File: config.mk
export PLATFORM = sky130hd
export DESIGN_NAME = bp_stream_pump_in_wrap
export DESIGN_NICKNAME = d
export VERILOG_FILES = /design/src/rtl/bp_stream_pump_in_wrap.sv
export SDC_FILE = /design/constraint.sdc
export NUM_CORES = 1
export LEC_CHECK = 0
export ABC_CLOCK_PERIOD_IN_PS = 7750
export CAP_MARGIN = 20
export CORE_MARGIN = 10
export CORE_UTILIZATION = 50
export CTS_CLUSTER_SIZE = 30
export DETAILED_ROUTE_END_ITERATION = 10
export MAX_ROUTING_LAYER = met4
export PLACE_DENSITY = 0.83
export SLEW_MARGIN = 10
export SYNTH_ARGS = -nofsm -noshare
export SYNTH_HDL_FRONTEND = slang
export SYNTH_SLANG_ARGS = --single-unit
File: constraint.sdc
create_clock -name clk_i -period 7.75 [get_ports clk_i]
set_clock_uncertainty 0.2 [all_clocks]
set_input_delay 1.55 -clock clk_i [delete_from_list [all_inputs] [get_ports clk_i]]
set_output_delay 1.55 -clock clk_i [all_outputs]
set_load 0.01 [all_outputs]
File: src/rtl/bp_stream_pump_in_wrap.sv
// Bus-to-FSM stream pump: buffers {header,data} beats and presents one FSM beat per cycle with a
// per-beat address, in wrapped (critical-first) or aligned incrementing burst order.
module bp_stream_pump_in_wrap #(
  parameter int unsigned paddr_width_p       = 40,
  parameter int unsigned msg_type_width_p    = 4,
  parameter int unsigned size_width_p        = 3,
  parameter int unsigned stream_data_width_p = 64,
  parameter int unsigned block_width_p       = 512,
  parameter logic [(2**msg_type_width_p)-1:0] payload_mask_p = '0,
  parameter int unsigned fifo_els_p          = 2,
  parameter int unsigned wrap_mode_p         = 1,
  localparam int unsigned hdr_width_lp    = msg_type_width_p + size_width_p + paddr_width_p,
  localparam int unsigned stream_words_lp = block_width_p / stream_data_width_p,
  localparam int unsigned lg_words_lp     = $clog2(stream_words_lp)
) (
  input  logic                           clk_i,
  input  logic                           reset_i,
  input  logic [hdr_width_lp-1:0]        mem_header_i,
  input  logic [stream_data_width_p-1:0] mem_data_i,
  input  logic                           mem_v_i,
  output logic                           mem_ready_o,
  output logic [hdr_width_lp-1:0]        fsm_base_header_o,
  output logic [paddr_width_p-1:0]       fsm_addr_o,
  output logic [stream_data_width_p-1:0] fsm_data_o,
  output logic [lg_words_lp-1:0]         fsm_cnt_o,
  output logic                           fsm_v_o,
  input  logic                           fsm_yumi_i,
  output logic                           new_o,
  output logic                           done_o
);

  localparam int unsigned off_lp   = $clog2(stream_data_width_p / 8);
  localparam int unsigned ptr_w_lp = (fifo_els_p > 1) ? $clog2(fifo_els_p) : 1;
  localparam logic [msg_type_width_p-1:0] wr_lp    = msg_type_width_p'(1);
  localparam logic [msg_type_width_p-1:0] uc_wr_lp = msg_type_width_p'(3);

  typedef logic [lg_words_lp-1:0] idx_t;
  typedef enum logic {e_ready, e_stream} state_e;

  // Input buffer
  logic [hdr_width_lp-1:0]        hdr_mem  [fifo_els_p];
  logic [stream_data_width_p-1:0] data_mem [fifo_els_p];
  logic [ptr_w_lp-1:0]            wptr_q, rptr_q;
  logic [ptr_w_lp:0]              count_q;
  logic                           full, empty, enq, deq;

  function automatic logic [ptr_w_lp-1:0] ptr_inc(input logic [ptr_w_lp-1:0] p);
    return (p == ptr_w_lp'(fifo_els_p - 1)) ? '0 : p + 1'b1;
  endfunction

  assign full        = (count_q == (ptr_w_lp + 1)'(fifo_els_p));
  assign empty       = (count_q == '0);
  assign mem_ready_o = ~full & ~reset_i;
  assign enq         = mem_v_i & mem_ready_o;

  always_ff @(posedge clk_i) begin
    if (enq) begin
      hdr_mem[wptr_q]  <= mem_header_i;
      data_mem[wptr_q] <= mem_data_i;
    end
  end

  always_ff @(posedge clk_i or posedge reset_i) begin
    if (reset_i) begin
      wptr_q  <= '0;
      rptr_q  <= '0;
      count_q <= '0;
    end else begin
      if (enq) wptr_q <= ptr_inc(wptr_q);
      if (deq) rptr_q <= ptr_inc(rptr_q);
      if (enq && !deq)      count_q <= count_q + 1'b1;
      else if (!enq && deq) count_q <= count_q - 1'b1;
    end
  end

  // Burst decode
  state_e                        state_q;
  idx_t                          cnt_q;
  logic [hdr_width_lp-1:0]       hdr_q, cur_hdr;
  logic [msg_type_width_p-1:0]   cur_type;
  logic [size_width_p-1:0]       cur_size;
  logic [paddr_width_p-1:0]      cur_addr, stream_addr;
  logic [off_lp-1:0]             low_bits;
  int                            lg_beats;
  idx_t                          beat_mask, first, base, idx;
  logic                          is_write, is_payload, single, last, streaming, fire;

  // Once streaming, the header captured with the first beat governs the whole burst
  assign streaming = (state_q == e_stream);
  assign cur_hdr   = streaming ? hdr_q : hdr_mem[rptr_q];
  assign cur_type  = cur_hdr[hdr_width_lp-1 -: msg_type_width_p];
  assign cur_size  = cur_hdr[paddr_width_p +: size_width_p];
  assign cur_addr  = cur_hdr[paddr_width_p-1:0];

  always_comb begin
    lg_beats = 0;
    if (int'(cur_size) > int'(off_lp)) lg_beats = int'(cur_size) - int'(off_lp);
    if (lg_beats > int'(lg_words_lp)) lg_beats = int'(lg_words_lp);
  end

  assign beat_mask  = idx_t'((32'd1 << lg_beats) - 32'd1);
  assign is_write   = (cur_type == wr_lp) || (cur_type == uc_wr_lp);
  assign is_payload = payload_mask_p[cur_type];
  assign single     = (beat_mask == '0) || (is_write && !is_payload);
  assign first      = cur_addr[off_lp +: lg_words_lp];
  assign base       = first & ~beat_mask;
  assign last       = (cnt_q == beat_mask);

  always_comb begin
    if (wrap_mode_p != 0) begin
      idx      = base | ((first + cnt_q) & beat_mask);
      low_bits = cur_addr[off_lp-1:0];
    end else begin
      idx      = base | (cnt_q & beat_mask);
      low_bits = '0;
    end
  end

  assign stream_addr = {cur_addr[paddr_width_p-1:off_lp+lg_words_lp], idx, low_bits};

  assign fsm_v_o           = ~empty;
  assign fire              = fsm_v_o & fsm_yumi_i;
  assign fsm_base_header_o = cur_hdr;
  assign fsm_data_o        = data_mem[rptr_q];
  assign fsm_addr_o        = single ? cur_addr : stream_addr;
  assign fsm_cnt_o         = single ? first : idx;
  assign new_o             = fire & ~single & ~streaming;
  assign done_o            = fire & (single | (streaming & last));
  // Non-payload bursts reuse one buffer entry until the final beat
  assign deq               = fire & (is_payload | single | (streaming & last));

  always_ff @(posedge clk_i or posedge reset_i) begin
    if (reset_i) begin
      state_q <= e_ready;
      cnt_q   <= '0;
      hdr_q   <= '0;
    end else if (fire) begin
      unique case (state_q)
        e_ready: if (!single) begin
          state_q <= e_stream;
          cnt_q   <= idx_t'(1);
          hdr_q   <= cur_hdr;
        end
        e_stream: if (last) begin
          state_q <= e_ready;
          cnt_q   <= '0;
        end else begin
          cnt_q   <= cnt_q + 1'b1;
        end
        default: state_q <= e_ready;
      endcase
    end
  end

`ifndef SYNTHESIS
  a_yumi_v: assert property (@(posedge clk_i) disable iff (reset_i) fsm_yumi_i |-> fsm_v_o);
  a_align:  assert property (@(posedge clk_i) disable iff (reset_i)
                             fsm_v_o |-> (cur_addr[off_lp-1:0] == '0));
`endif

endmodule

==> impl_metrics.json, run 1 <==
{
  "outcome": "complete, no violations",
  "gr-usage-all-layers_pct": 18.55,
  "numCtsBuffers": 29,
  "fmax_mhz": 144.2,
  "r2r-end": "count_q[1]",
  "syn_nets": 854,
  "cts_tree": "built",
  "avgViaCountPerCell": 5.189,
  "max_slew_margin_pct": 34.78,
  "cp.arrival_ps": 5190,
  "crit_path_max_incr_delay_ps": 830,
  "synthArstFlopShare_pct": 19.86,
  "hold_depth": 2,
  "vdd_drop_max_v": 0.0002414,
  "ys_warn_count": 0,
  "synthFlopType": "edfxtp_1",
  "root_buffer": "clkbuf_16",
  "wl_met3_um": 2759,
  "powerDensity_mw_per_mm2": 394.7,
  "grt_pass1_vias": 7268,
  "synth_top_area_share_pct": 58.94,
  "vias": 6631,
  "crit_end": "done_o",
  "gp_congestion": 0.8752,
  "wl_um": 26450,
  "pin_count": 273,
  "dr_wl_met2_um": 12930,
  "whs_ps": 268.1,
  "grt_max_degree": 68,
  "port_buffers": 272,
  "required_ps": 6000,
  "drc": 0,
  "crit_path_frequent_cell": "ha_1",
  "tns_ps": 0,
  "drtAntennaViolNets": 0,
  "clockBufferDepth": 3,
  "synth_cells": 733,
  "fill_cells": 1478,
  "startpoint": "rptr_q",
  "synthTopCellsByCount": "222 x edfxtp_1, 154 x nand2_1, 137 x mux2_2",
  "slowest_stage": "dfrtp_4",
  "drive_gt1_share_pct": 19.90,
  "timing.final.crit_period_ps": 6937,
  "clk_latency_ps": 520,
  "seq_area_frac_synth_pct": 71.11,
  "hold_path_class": "reg2reg",
  "avgSynthCellArea_um2": 15.43,
  "die_w_um": 170.4,
  "hold_violations": 0,
  "synth-seq-cells": 277,
  "r2r-start": "rptr_q",
  "die_height_um": 170.4,
  "rsz0062_at_grt": "no",
  "grt-ovfl-total": 0,
  "crit_chain": "mux2_2, o21ai_0, inv_1, ha_1, or4b_2, o31ai_1, nand3_1, ha_1, xnor2_1, and4_1, o211a_1, a21oi_1, nor2_1, clkdlybuf4s50_1",
  "synth_top_area_cell": "edfxtp_1",
  "grt_pass1_wl_um": 40590,
  "multi_input_area_mm2": 0.002771,
  "synth_most_common_cell": "edfxtp_1",
  "worstMarginPinSlew_ps": 978.3,
  "antenna_found_initial": 3,
  "synth.distinct_cells": 44,
  "synth_area_leaders": "edfxtp_1 59%, mux2_2 14%, dfrtp_1 12%, nand2_1 5.1%, buf_4 2.8%",
  "setup_violations": 0,
  "coreArea_mm2": 0.02203,
  "layout.nets": 1094,
  "synthToLayoutAreaGrowth_pct": 32.14,
  "dpl.hpwl_um": 17800,
  "max_cap_viol_count": 0,
  "cp.buffers_inverters": 2,
  "period_share_pct": 89.50,
  "end_kind": "output port",
  "wl_met1_um": 10420,
  "postCtsResizedCells": 0,
  "path_depth": 14,
  "drtIter0Drc": 431,
  "post-cts-setup-buffers": 0,
  "top_layer": "met4",
  "synth_edf_count": 222,
  "dieArea_mm2": 0.02903,
  "start_kind": "register",
  "slew_violations": 0,
  "clkTransAtPathRegs_ps": 60,
  "cp_max_fo": 47,
  "num_rows": 54,
  "seqCellArea_mm2": 0.008046,
  "first_pass_iters": 4,
  "synth_area_mm2": 0.01131,
  "critical_path_class": "reg2out",
  "path_delay_family": "simple AND/OR/NAND/NOR gates",
  "clkSinkCount": 277,
  "r2r_cells": 16,
  "leakagePower_nw": 5.590,
  "cts_hold_buffers": 0,
  "r2r_slack_ps": 2660,
  "htreeDepth": 1,
  "start_util_pct": 51.35,
  "wl_per_cell_um": 20.70
}
[worst min path at each step]
stage	startpoint	endpoint	slack (ps)
global route	hdr_q[7]	hdr_q[7]	300
finish	hdr_q[40]	hdr_q[40]	270
detailed placement	hdr_q[40]	hdr_q[40]	250
CTS	hdr_q[40]	hdr_q[40]	270
floorplan	hdr_q[40]	hdr_q[40]	240
global placement	hdr_q[40]	hdr_q[40]	250
[registers in the layout, summed over array words and instances (netlist names)]
| name | count |
|---|---|
| rptr_q | 1 |
| data_mem | 128 |
| count_q | 2 |
| cnt_q | 3 |
| hdr_q | 47 |
| hdr_mem | 94 |
| state_q | 1 |
| wptr_q | 1 |
[cell families (layout without fill, tap and decap cells)]
kind of cell               after synthesis  count (layout)  synth area share, %
other                                    0               3                    0
xor gates and xnor gates                 7               7               0.5421
buffers and inverters                   86             348                4.503
adders and majority gates                6               6               0.7302
muxes                                  152             152                15.01
DFF                                    277             277                71.11
and+or+nand+nor                        172             172                6.040
AOI/OAI and AO/OA                       33              33                2.058
[worst register-to-register path, stage by stage (launching register included)]
cell and delay (ps):
dfrtp_4 830, mux2_2 430, o21ai_0 300, inv_1 130, ha_1 320, or4b_2 640
o31ai_1 110, nand3_1 140, ha_1 360, xnor2_1 190, and4_1 220, o211a_1 220
a21oi_1 110, nand2b_1 210, ha_1 330, nor2_1 130, xor2_1 160
[metrics by stage]
step | power [W] | instances | util, % | instance area [um^2] | worst slack, ps
after global routing | 0.006235 | 1278 | 67.85 | 14940 | 438.3
after CTS | 0.005981 | 1275 | 67.81 | 14940 | 793.4
after detailed placement | 0.004647 | 1222 | 63.70 | 14030 | 1378
after global placement | 0.004586 | 1221 | 63.58 | 14000 | 1443
final | 0.005899 | 1278 | 67.85 | 14940 | 813.4
after floorplan | 0.003580 | 733 | - | 11310 | 357.6
[cells in the final DEF, fill, tap and decap left out, types with 4 or more instances in the layout]
cell type and instances:
clkdlybuf4s50_1 272, edfxtp_1 222, nand2_1 154, mux2_2 137, dfrtp_1 54, clkbuf_16 29
mux2i_1 14, o21ai_0 11, inv_1 11, clkbuf_1 11, buf_4 8, a21oi_1 5
ha_1 5, xor2_1 4
[routing by layer]
metal / vias up / global-route usage [%]
li1: 3089 / -
met1: 3255 / 21.25
met2: 258 / 30.32
met3: 29 / 7.520
met4: 0 / 3.738
met5: - / -
[layout make-up]
class	count	share of cell area [%]
clock buffer	42	5.316
sequential	277	53.84
antenna	3	0.05023
tap	280	2.344
multi-input combinational	370	18.54
inverter	14	0.3516
clock inverter	11	0.7451
timing repair buffer	281	18.80
[report_power, final]
part | internal [W] | leakage (nW) | switching, W | total [W]
Clock | 0.000777 | 0.439 | 0.000533 | 0.00131
Sequential | 0.00191 | 2.72 | 0.000167 | 0.00207
Combinational | 0.00133 | 2.43 | 0.00118 | 0.00251
Total | 0.00402 | 5.59 | 0.00188 | 0.00590
Note: power is estimated with default switching activity, not from simulation.
==> run 2, diff against run 1 <==
--- a/config.mk
+++ b/config.mk
@@ -5,7 +5,6 @@
 export SDC_FILE = /design/constraint.sdc
 export NUM_CORES = 1
 export LEC_CHECK = 0
-export ABC_CLOCK_PERIOD_IN_PS = 7750
 export CAP_MARGIN = 20
 export CORE_MARGIN = 10
 export CORE_UTILIZATION = 50
==> results of run 2 <==
Same layout as run 1: the final DEF is identical, and so are final timing and power.
